`config.mk`:
```
export PLATFORM = sky130hd
export DESIGN_NAME = led_scanner
export DESIGN_NICKNAME = d
export VERILOG_FILES = /design/src/rtl/led_scanner.sv
export SDC_FILE = /design/constraint.sdc
export NUM_CORES = 1
export LEC_CHECK = 0
export ABC_AREA = 1
export ABC_CLOCK_PERIOD_IN_PS = 4440
export CAP_MARGIN = 20
export CORE_MARGIN = 4
export CORE_UTILIZATION = 55
export CTS_BUF_LIST = sky130_fd_sc_hd__clkbuf_8
export CTS_CLUSTER_DIAMETER = 150
export CTS_CLUSTER_SIZE = 24
export DETAILED_ROUTE_END_ITERATION = 12
export HOLD_SLACK_MARGIN = 0.15
export PLACE_DENSITY = 0.74
export SETUP_SLACK_MARGIN = 0.02
export SLEW_MARGIN = 20
export SYNTH_ARGS = -nofsm -noshare
export SYNTH_HDL_FRONTEND = slang
export SYNTH_SLANG_ARGS = --single-unit
```
`constraint.sdc`:
```
create_clock -name clk -period 4.44 [get_ports clk]
set_clock_uncertainty 0.2 [all_clocks]
set_input_delay 0.888 -clock clk [delete_from_list [all_inputs] [get_ports clk]]
set_output_delay 0.888 -clock clk [all_outputs]
set_load 0.05 [all_outputs]
```
`src/rtl/led_scanner.sv`:
```
// Scan controller for an N-digit common-anode 7-seg display: per-slot dead-time blanking,
// frame-synchronous double-buffered display data and optional leading-zero suppression.
module led_scanner #(
  parameter int unsigned NUM_DIGITS = 8,
  parameter int unsigned PRESCALE   = 1000,
  parameter int unsigned DEAD       = 16
) (
  input  logic                      clk,
  input  logic                      rst_n,
  input  logic                      load,
  input  logic [4*NUM_DIGITS-1:0]   value,
  input  logic [NUM_DIGITS-1:0]     dots,
  input  logic                      lz_blank,
  output logic [3:0]                dat_out,
  output logic                      dot_out,
  output logic                      en_out,
  output logic [NUM_DIGITS-1:0]     dig_n,
  output logic                      frame_tick
);

  localparam int unsigned CntW = (PRESCALE > 1) ? $clog2(PRESCALE) : 1;
  localparam int unsigned IdxW = $clog2(NUM_DIGITS);
  localparam logic [CntW-1:0] LastCnt = CntW'(PRESCALE - 1);
  localparam logic [CntW-1:0] DeadCnt = CntW'(DEAD - 1);
  localparam logic [IdxW-1:0] LastIdx = IdxW'(NUM_DIGITS - 1);

  typedef enum logic [0:0] {StBlank, StShow} state_e;

  state_e                  state_q, state_d;
  logic [CntW-1:0]         cnt_q, cnt_d;
  logic [IdxW-1:0]         idx_q, idx_d;
  logic [4*NUM_DIGITS-1:0] act_val_q, act_val_d, stg_val_q, stg_val_d;
  logic [NUM_DIGITS-1:0]   act_dot_q, act_dot_d, stg_dot_q, stg_dot_d;
  logic                    pending_q, pending_d;
  logic [3:0]              dat_out_d;
  logic                    dot_out_d, en_out_d, frame_tick_d;
  logic [NUM_DIGITS-1:0]   dig_n_d;
  logic                    boundary, all_zero, supp;

  always_comb begin
    cnt_d     = cnt_q + 1'b1;
    idx_d     = idx_q;
    state_d   = state_q;
    act_val_d = act_val_q;
    act_dot_d = act_dot_q;
    stg_val_d = stg_val_q;
    stg_dot_d = stg_dot_q;
    pending_d = pending_q;
    boundary  = (idx_q == LastIdx) && (cnt_q == LastCnt);

    if (cnt_q == LastCnt) begin
      cnt_d   = '0;
      state_d = StBlank;
      idx_d   = (idx_q == LastIdx) ? '0 : idx_q + 1'b1;
    end else if (cnt_q == DeadCnt) begin
      state_d = StShow;
    end

    if (boundary && pending_q) begin
      act_val_d = stg_val_q;
      act_dot_d = stg_dot_q;
      pending_d = 1'b0;
    end

    // A load on the boundary cycle goes straight to the active buffer.
    if (load) begin
      if (boundary) begin
        act_val_d = value;
        act_dot_d = dots;
        pending_d = 1'b0;
      end else begin
        stg_val_d = value;
        stg_dot_d = dots;
        pending_d = 1'b1;
      end
    end
  end

  // Outputs are derived from next-state so they change on the same edge as the state.
  always_comb begin
    dat_out_d = 4'h0;
    all_zero  = 1'b1;
    supp      = 1'b0;
    for (int i = 0; i < int'(NUM_DIGITS); i++) begin
      if (IdxW'(i) == idx_d) dat_out_d = act_val_d[4*i +: 4];
    end
    for (int i = int'(NUM_DIGITS) - 1; i >= 1; i--) begin
      all_zero = all_zero & (act_val_d[4*i +: 4] == 4'h0);
      if (IdxW'(i) == idx_d) supp = all_zero;
    end
    dot_out_d    = act_dot_d[idx_d];
    en_out_d     = (state_d == StShow) && !(lz_blank && supp);
    frame_tick_d = boundary;
    dig_n_d      = '1;
    if (state_d == StShow) dig_n_d[idx_d] = 1'b0;
  end

  always_ff @(posedge clk or negedge rst_n) begin
    if (!rst_n) begin
      state_q    <= StBlank;
      cnt_q      <= '0;
      idx_q      <= '0;
      act_val_q  <= '0;
      act_dot_q  <= '0;
      stg_val_q  <= '0;
      stg_dot_q  <= '0;
      pending_q  <= 1'b0;
      dat_out    <= 4'h0;
      dot_out    <= 1'b0;
      en_out     <= 1'b0;
      dig_n      <= '1;
      frame_tick <= 1'b0;
    end else begin
      state_q    <= state_d;
      cnt_q      <= cnt_d;
      idx_q      <= idx_d;
      act_val_q  <= act_val_d;
      act_dot_q  <= act_dot_d;
      stg_val_q  <= stg_val_d;
      stg_dot_q  <= stg_dot_d;
      pending_q  <= pending_d;
      dat_out    <= dat_out_d;
      dot_out    <= dot_out_d;
      en_out     <= en_out_d;
      dig_n      <= dig_n_d;
      frame_tick <= frame_tick_d;
    end
  end

endmodule
```
==> out/qor.csv, run 1 <==
metric,value,unit
boundaryPins,59,
post_cts_buffers,0,
finalCoreUtilization,65.6,%
r2r_start,idx_q[0]$_DFF_PN0_,
clkSinkCount,110,
postPlaceCellArea,0.00625,mm²
vias,4665,
muxShareOfSynthArea,1.80,%
core,0.00982,mm²
synth_area_per_cell,7.92,µm²
p_total,1.88,mW
detail_route.wl_per_cell,14.6,µm
grt_start_max_net_pins,79,
synth-seq-cells,110,
yosys.area_share.simple,25.4,%
synth_top_family_by_area,simple AND/OR/NAND/NOR gates,
cap_violations,0,
grt_overflow,0,
busiest_layer,met2,
synth_compound_area_share,11.8,%
synthesis.nets,750,
cts_max_path_buffers,2,
cts_tree,built,
globalRouteMet2Util,38.6,%
start_util,56.7,%
drive_above_1_share,9.58,%
grtUsageMet1,32.3,%
reg2reg_slack,1.22,ns
path_max_fanout,25,
die_h,109,µm
cp-end-kind,flop,
detail_route.first_pass.iterations,5,
synth.distinct_cells,41,
die_w,109,µm
p_comb_share,12.5,%
ys_warn_count,0,
rr_worst_depth,10,
grt_first_pass_wirelength,22100,µm
cts_buffers,9,
clkSlewWorstSetupHoldPaths,0.11,ns
htreeDepth,3,
status,completed,
post-route-min-period,3.22,ns
timing.slew.headroom,49.8,%
dr.first_iter.drc_count,242,
critical_path_class,flop to flop,
finalSetupViolCount,0,
yosysSeqAreaShare,49.6,%
grt_usage,23.7,%
finalMaxSlewViolations,0,
period_share,72.5,%
routed_wirelength,13100,µm
postRouteAntennaNets,0,
r2r_end,dat_out[1]$_DFF_PN0_,
synthAdderAreaFrac,0.674,%
hold_violations,0,
post_cts_resized,0,
pwr-share-seq,58.4,%
synthXorXnorAreaFrac,0.315,%
ctsHoldBuffers,0,
fmax,0.311,GHz
p_switching,507,µW
fillers,887,
fin_area,0.00644,mm²
grt_use_met3,5.27,%
tightest_slew,0.752,ns
dp_hpwl,9290,µm
powerDensity,292,mW/mm²
rsz0062_at_grt,false,
arrival,3.25,ns
yosys.area.top_type_share,45.8,%
gp_congestion,0.870,
start_kind,flop,
fin_nets,804,
yosys.area.top_type,dfrtp_1,
syn2layout_area_growth,15.7,%
drc,0,
pwr-share-clk,29.1,%
die-area,0.0118,mm²
synth_area,0.00557,mm²
placement.io_buffers,58,
vdd_drop_max,0.000222,V
root_buffer,clkbuf_8,
sw_frac_of_total,26.9,%
fp-row-count,36,
hold_path_class,primary input to async pin,
internal-power,1.37,mW
synth.area.top_cells,"dfrtp_1 46%, nand2_1 12%, inv_1 6.9%, nor2_1 5.7%, dfstp_2 3.8%",
grt_pass1_vias,4671,
diodes,0,
vias_per_cell,5.21,
p_leak,3.30,nW
postSynthCellCount,703,
clk-insertion-delay-late,0.39,ns
crit_required,4.47,ns
tns,0,ns
antenna_found_initial,0,
==> sequential cells by signal, indices dropped and copies added (netlist names) <==
register,flops
stg_val_q,32
pending_q,1
cnt_q,10
dot_out,1
en_out,1
act_dot_q,8
frame_tick,1
idx_q,3
act_val_q,32
dat_out,4
state_q,1
dig_n,8
stg_dot_q,8
==> critical path: stages (launching register included) <==
cell,delay [ns]
dfrtp_1,0.39
ha_1,0.16
ha_1,0.33
nand4_2,0.66
or2_2,0.54
o21ai_1,0.08
o21ai_1,0.10
inv_1,0.07
nor2_1,0.04
a211oi_1,0.33
nand4_1,0.16
==> cells in the mapped netlist <==
master,n
a211oi_1,2
a21oi_1,19
a221oi_1,2
a22o_1,9
a22oi_1,6
a31oi_1,1
a41oi_1,1
buf_1,1
buf_2,6
buf_4,2
buf_6,3
clkbuf_1,12
clkinv_1,1
dfrtp_1,102
dfstp_2,8
ha_1,3
inv_1,103
inv_2,16
mux2i_1,10
nand2_1,178
nand2_2,8
nand3_1,26
nand3_2,2
nand3_4,1
nand3b_1,1
nand4_1,8
nand4_2,2
nor2_1,85
nor2_2,2
nor2_4,4
nor3_1,1
nor3_2,2
nor4_1,3
o21ai_0,36
o21ai_1,17
o21ai_4,1
o221ai_1,11
o22ai_1,1
o2bb2ai_1,1
or2_2,4
xor2_1,2
==> cell type report <==
cell class / instances / area, µm² / area share [%]
flip-flops and latches: 110 / 2760 / 42.9
multi-input cells: 449 / 2230 / 34.6
repair buffers: 67 / 666 / 10.3
inverters: 120 / 450 / 6.99
well taps: 133 / 166 / 2.58
clock buffers: 10 / 138 / 2.14
clock inverters: 6 / 33.8 / 0.524
==> layout by cell type, fill, tap and decap left out, drive strengths merged, types with 2 or more instances in the layout <==
cell | Yosys | routed
a221oi | 2 | 2
nor4 | 3 | 3
inv | 119 | 122
a22o | 9 | 9
clkdlybuf4s50 | 0 | 57
clkinvlp | 0 | 3
xor2 | 2 | 2
or2 | 4 | 4
nand4 | 10 | 10
dfrtp | 102 | 102
dfstp | 8 | 8
o21ai | 54 | 54
ha | 3 | 3
clkbuf | 12 | 10
nor2 | 91 | 91
nor3 | 3 | 3
a211oi | 2 | 2
mux2i | 10 | 10
o221ai | 11 | 11
a22oi | 6 | 6
a21oi | 19 | 19
nand3 | 29 | 29
buf | 12 | 10
nand2 | 186 | 186
==> logic make-up (layout without fill, tap and decap cells) <==
family	after synthesis	in the layout
and+or+nand+nor	327	327
buffers and inverters	144	203
DFF	110	110
AOI/OAI and AO/OA	107	107
muxes	10	10
adders and majority gates	3	3
xor gates and xnor gates	2	2
==> layer usage <==
| layer | up-vias | share of wire (%) |
|---|---|---|
| met1 | 2205 | 46 |
| met3 | 15 | 5.2 |
| met2 | 114 | 48 |
| met5 | - | 0 |
| met4 | 0 | 1.3 |
| li1 | 2331 | - |
==> worst max path at each step <==
stage,from,endpoint,slack (ns)
final,idx_q[0]$_DFF_PN0_,dat_out[1]$_DFF_PN0_,1.22
after global placement,load,en_out$_DFF_PN0_,1.02
after global routing,idx_q[0]$_DFF_PN0_,dat_out[0]$_DFF_PN0_,0.98
after CTS,idx_q[0]$_DFF_PN0_,dat_out[0]$_DFF_PN0_,1.25
after floorplan,load,en_out$_DFF_PN0_,2.06
after detailed placement,load,en_out$_DFF_PN0_,0.94
==> power groups by stage <==
stage	sequential, mW	clock [mW]	combinational, mW
2_1_floorplan	1.12	0	0.116
3_3_place_gp	1.11	0	0.226
3_5_place_dp	1.12	0	0.233
4_1_cts	1.10	0.568	0.234
5_1_grt	1.11	0.609	0.265
6_report	1.10	0.548	0.235
==> per-stage QoR <==
step	instances	hold WS [ns]	setup slack, ns
3_3_place_gp	878	0.247	1.02
5_1_grt	895	0.178	0.984
6_report	895	0.181	1.22
3_5_place_dp	878	0.270	0.938
4_1_cts	894	0.288	1.25
2_1_floorplan	703	0.233	2.06
No activity file was read; power rests on OpenSTA's default activity.
==> run 2: changes to the inputs <==
--- a/config.mk
+++ b/config.mk
@@ -6,7 +6,7 @@
 export NUM_CORES = 1
 export LEC_CHECK = 0
 export ABC_AREA = 1
-export ABC_CLOCK_PERIOD_IN_PS = 4440
+export ABC_CLOCK_PERIOD_IN_PS = 3100
 export CAP_MARGIN = 20
 export CORE_MARGIN = 4
 export CORE_UTILIZATION = 55
==> constraint.sdc (replaced) <==
create_clock -name clk -period 3.1 [get_ports clk]
set_clock_uncertainty 0.2 [all_clocks]
set_input_delay 0.62 -clock clk [delete_from_list [all_inputs] [get_ports clk]]
set_output_delay 0.62 -clock clk [all_outputs]
set_load 0.05 [all_outputs]
==> run 2 against run 1 <==
Compared with the run above: non-clock buffer count is 7 higher; core utilization is 1.5 points higher; critical path type unchanged; sequential share of layout area is 0.98 points lower; fmax is 15% higher; register-to-register slack worse by 0.91 ns; sequential power is 43% higher.
==> out/qor.csv, run 2 (same netlist as run 1, synthesis figures left out) <==
metric,value,unit,change
htreeDepth,3,,unchanged
dp_hpwl,9510,µm,+2.4%
finalCoreUtilization,67.2,%,+1.5 points
hold_violations,0,,unchanged
path_max_fanout,8,,-68%
status,completed,,
start_kind,flop,,
cap_violations,0,,unchanged
rsz0062_at_grt,false,,
postRouteAntennaNets,0,,unchanged
grt_usage,24.0,%,+0.31 points
hold_path_class,flop to flop,,
reg2reg_slack,0.31,ns,-0.91 ns
pwr-share-seq,56.9,%,-1.5 points
root_buffer,clkbuf_8,,
fp-row-count,36,,unchanged
final_cell_mix,"178 x nand2_1, 104 x inv_1, 102 x dfrtp_1",,
die_w,109,µm,unchanged
fillers,845,,-4.7%
syn2layout_area_growth,18.4,%,
min_from,cnt_q[0]$_DFF_PN0_,,
routed_wirelength,13500,µm,+3.2%
fin_nets,812,,+1.0%
antenna_found_initial,0,,unchanged
grt_first_pass_wirelength,22200,µm,+0.41%
finalSetupViolCount,0,,unchanged
critical_path_class,flop to flop,,
p_leak,3.38,nW,+2.4%
drive_above_1_share,10.9,%,+1.3 points
post_cts_buffers,0,,unchanged
reg.largest.list,"act_val_q: 32 flops, stg_val_q: 32 flops, cnt_q: 10 flops",,
whs_path_depth,1,,
start_util,56.7,%,unchanged
fmax,0.358,GHz,+15%
grt_start_max_net_pins,48,,-39%
min_to,cnt_q[0]$_DFF_PN0_,,
drc,0,,unchanged
placement.io_buffers,58,,unchanged
period_share,90.0,%,+18 points
powerDensity,420,mW/mm²,+44%
r2r_end,dat_out[3]$_DFF_PN0_,,
p_comb_share,12.2,%,-0.3 points
p_switching,743,µW,+47%
vias_per_cell,5.33,,+2.2%
clkSinkCount,110,,unchanged
dr.first_iter.drc_count,192,,-21%
cp-end-kind,flop,,
tns,0,ns,unchanged
boundaryPins,59,,unchanged
cpPeakStageDelay,0.46,ns,-0.20 ns
tightest_slew,0.632,ns,-0.120 ns
cts_max_path_buffers,2,,unchanged
detail_route.first_pass.iterations,5,,unchanged
crit_cells,11,,+1
internal-power,2.03,mW,+47%
whs,0.265,ns,+0.0842 ns
preCtsSetupSlack,0.191,ns,-0.748 ns
rr_worst_depth,11,,+1
pwr-share-clk,30.9,%,+1.8 points
cts_tree,built,,
cp.buffers_inverters,3,,+2
gp_congestion,0.926,,+6.4%
crit_path_top_delay_cell,nor3_2,,
fin_area,0.00660,mm²,+2.3%
post-route-min-period,2.79,ns,-0.428 ns
diodes,0,,unchanged
grt_pass1_vias,4565,,-2.3%
sw_frac_of_total,26.8,%,-0.12 points
final_common_cell,nand2_1,,
cts_buffers,9,,unchanged
vdd_drop_max,0.000404,V,+82%
clkSlewWorstSetupHoldPaths,0.11,ns,about the same
arrival,2.91,ns,-0.34 ns
die_h,109,µm,unchanged
critical_path.top_delay_family,simple AND/OR/NAND/NOR gates,,
grt_overflow,0,,unchanged
die-area,0.0118,mm²,unchanged
setup_ws,0.310,ns,-0.912 ns
final_cells,903,,+0.89%
path_cells,ha_1 -> nand2_1 -> inv_1 -> nand2_1 -> nor2_4 -> inv_2 -> o21ai_4 -> inv_2 -> nor3_2 -> a221oi_1 -> nand3b_1,,
crit_required,3.21,ns,-1.26 ns
r2r_start,cnt_q[0]$_DFF_PN0_,,
detail_route.wl_per_cell,14.9,µm,+2.3%
vias,4809,,+3.1%
timing.slew.headroom,57.7,%,+7.9 points
dp_cells,885,,+0.80%
core,0.00982,mm²,unchanged
clk-insertion-delay-late,0.38,ns,about the same
postPlaceCellArea,0.00636,mm²,+1.8%
p_total,2.77,mW,+47%
finalMaxSlewViolations,0,,unchanged
run 2: worst max path at each step:
| stage | endpoint | slack, ns | startpoint |
|---|---|---|---|
| after CTS | dat_out[0]$_DFF_PN0_ | 0.20 | idx_q[0]$_DFF_PN0_ |
| after detailed placement | en_out$_DFF_PN0_ | 0.19 | load |
| after floorplan | en_out$_DFF_PN0_ | 0.73 | idx_q[0]$_DFF_PN0_ |
| after global placement | dat_out[0]$_DFF_PN0_ | 0.19 | load |
| after global routing | en_out$_DFF_PN0_ | 0.03 | cnt_q[0]$_DFF_PN0_ |
| final | dat_out[3]$_DFF_PN0_ | 0.31 | cnt_q[0]$_DFF_PN0_ |
run 2: final cells by class:
class                           count  area (µm²)  area share (%)
Sequential cell                   110        2760            41.9
Multi-Input combinational cell    450        2260            34.2
Timing Repair Buffer               74         763            11.6
Inverter                          120         450            6.83
Tap cell                          133         166            2.52
Clock buffer                       12         165            2.50
Clock inverter                      4        28.8           0.436
run 2: power groups by stage:
stage / registers (mW) / clock network (mW) / logic [mW]
global placement: 1.60 / 0 / 0.331
detailed placement: 1.60 / 0 / 0.340
global route: 1.59 / 0.927 / 0.382
finish: 1.57 / 0.856 / 0.339
floorplan: 1.61 / 0 / 0.166
CTS: 1.57 / 0.876 / 0.342
run 2: routing by layer:
metal | vias up | wire length [µm] | track usage (%)
met4 | 0 | 246 | 8.03
met1 | 2293 | 6230 | 33.6
met5 | - | 0 | 0
met2 | 142 | 6260 | 38.0
met3 | 22 | 739 | 4.20
li1 | 2352 | - | -
run 2: what timing repair did:
action,in CTS,in global routing
hold buffers,1,0
hold endpoints to repair,41,0
gates resized for setup,0,5
endpoints found under the setup margin,0,4
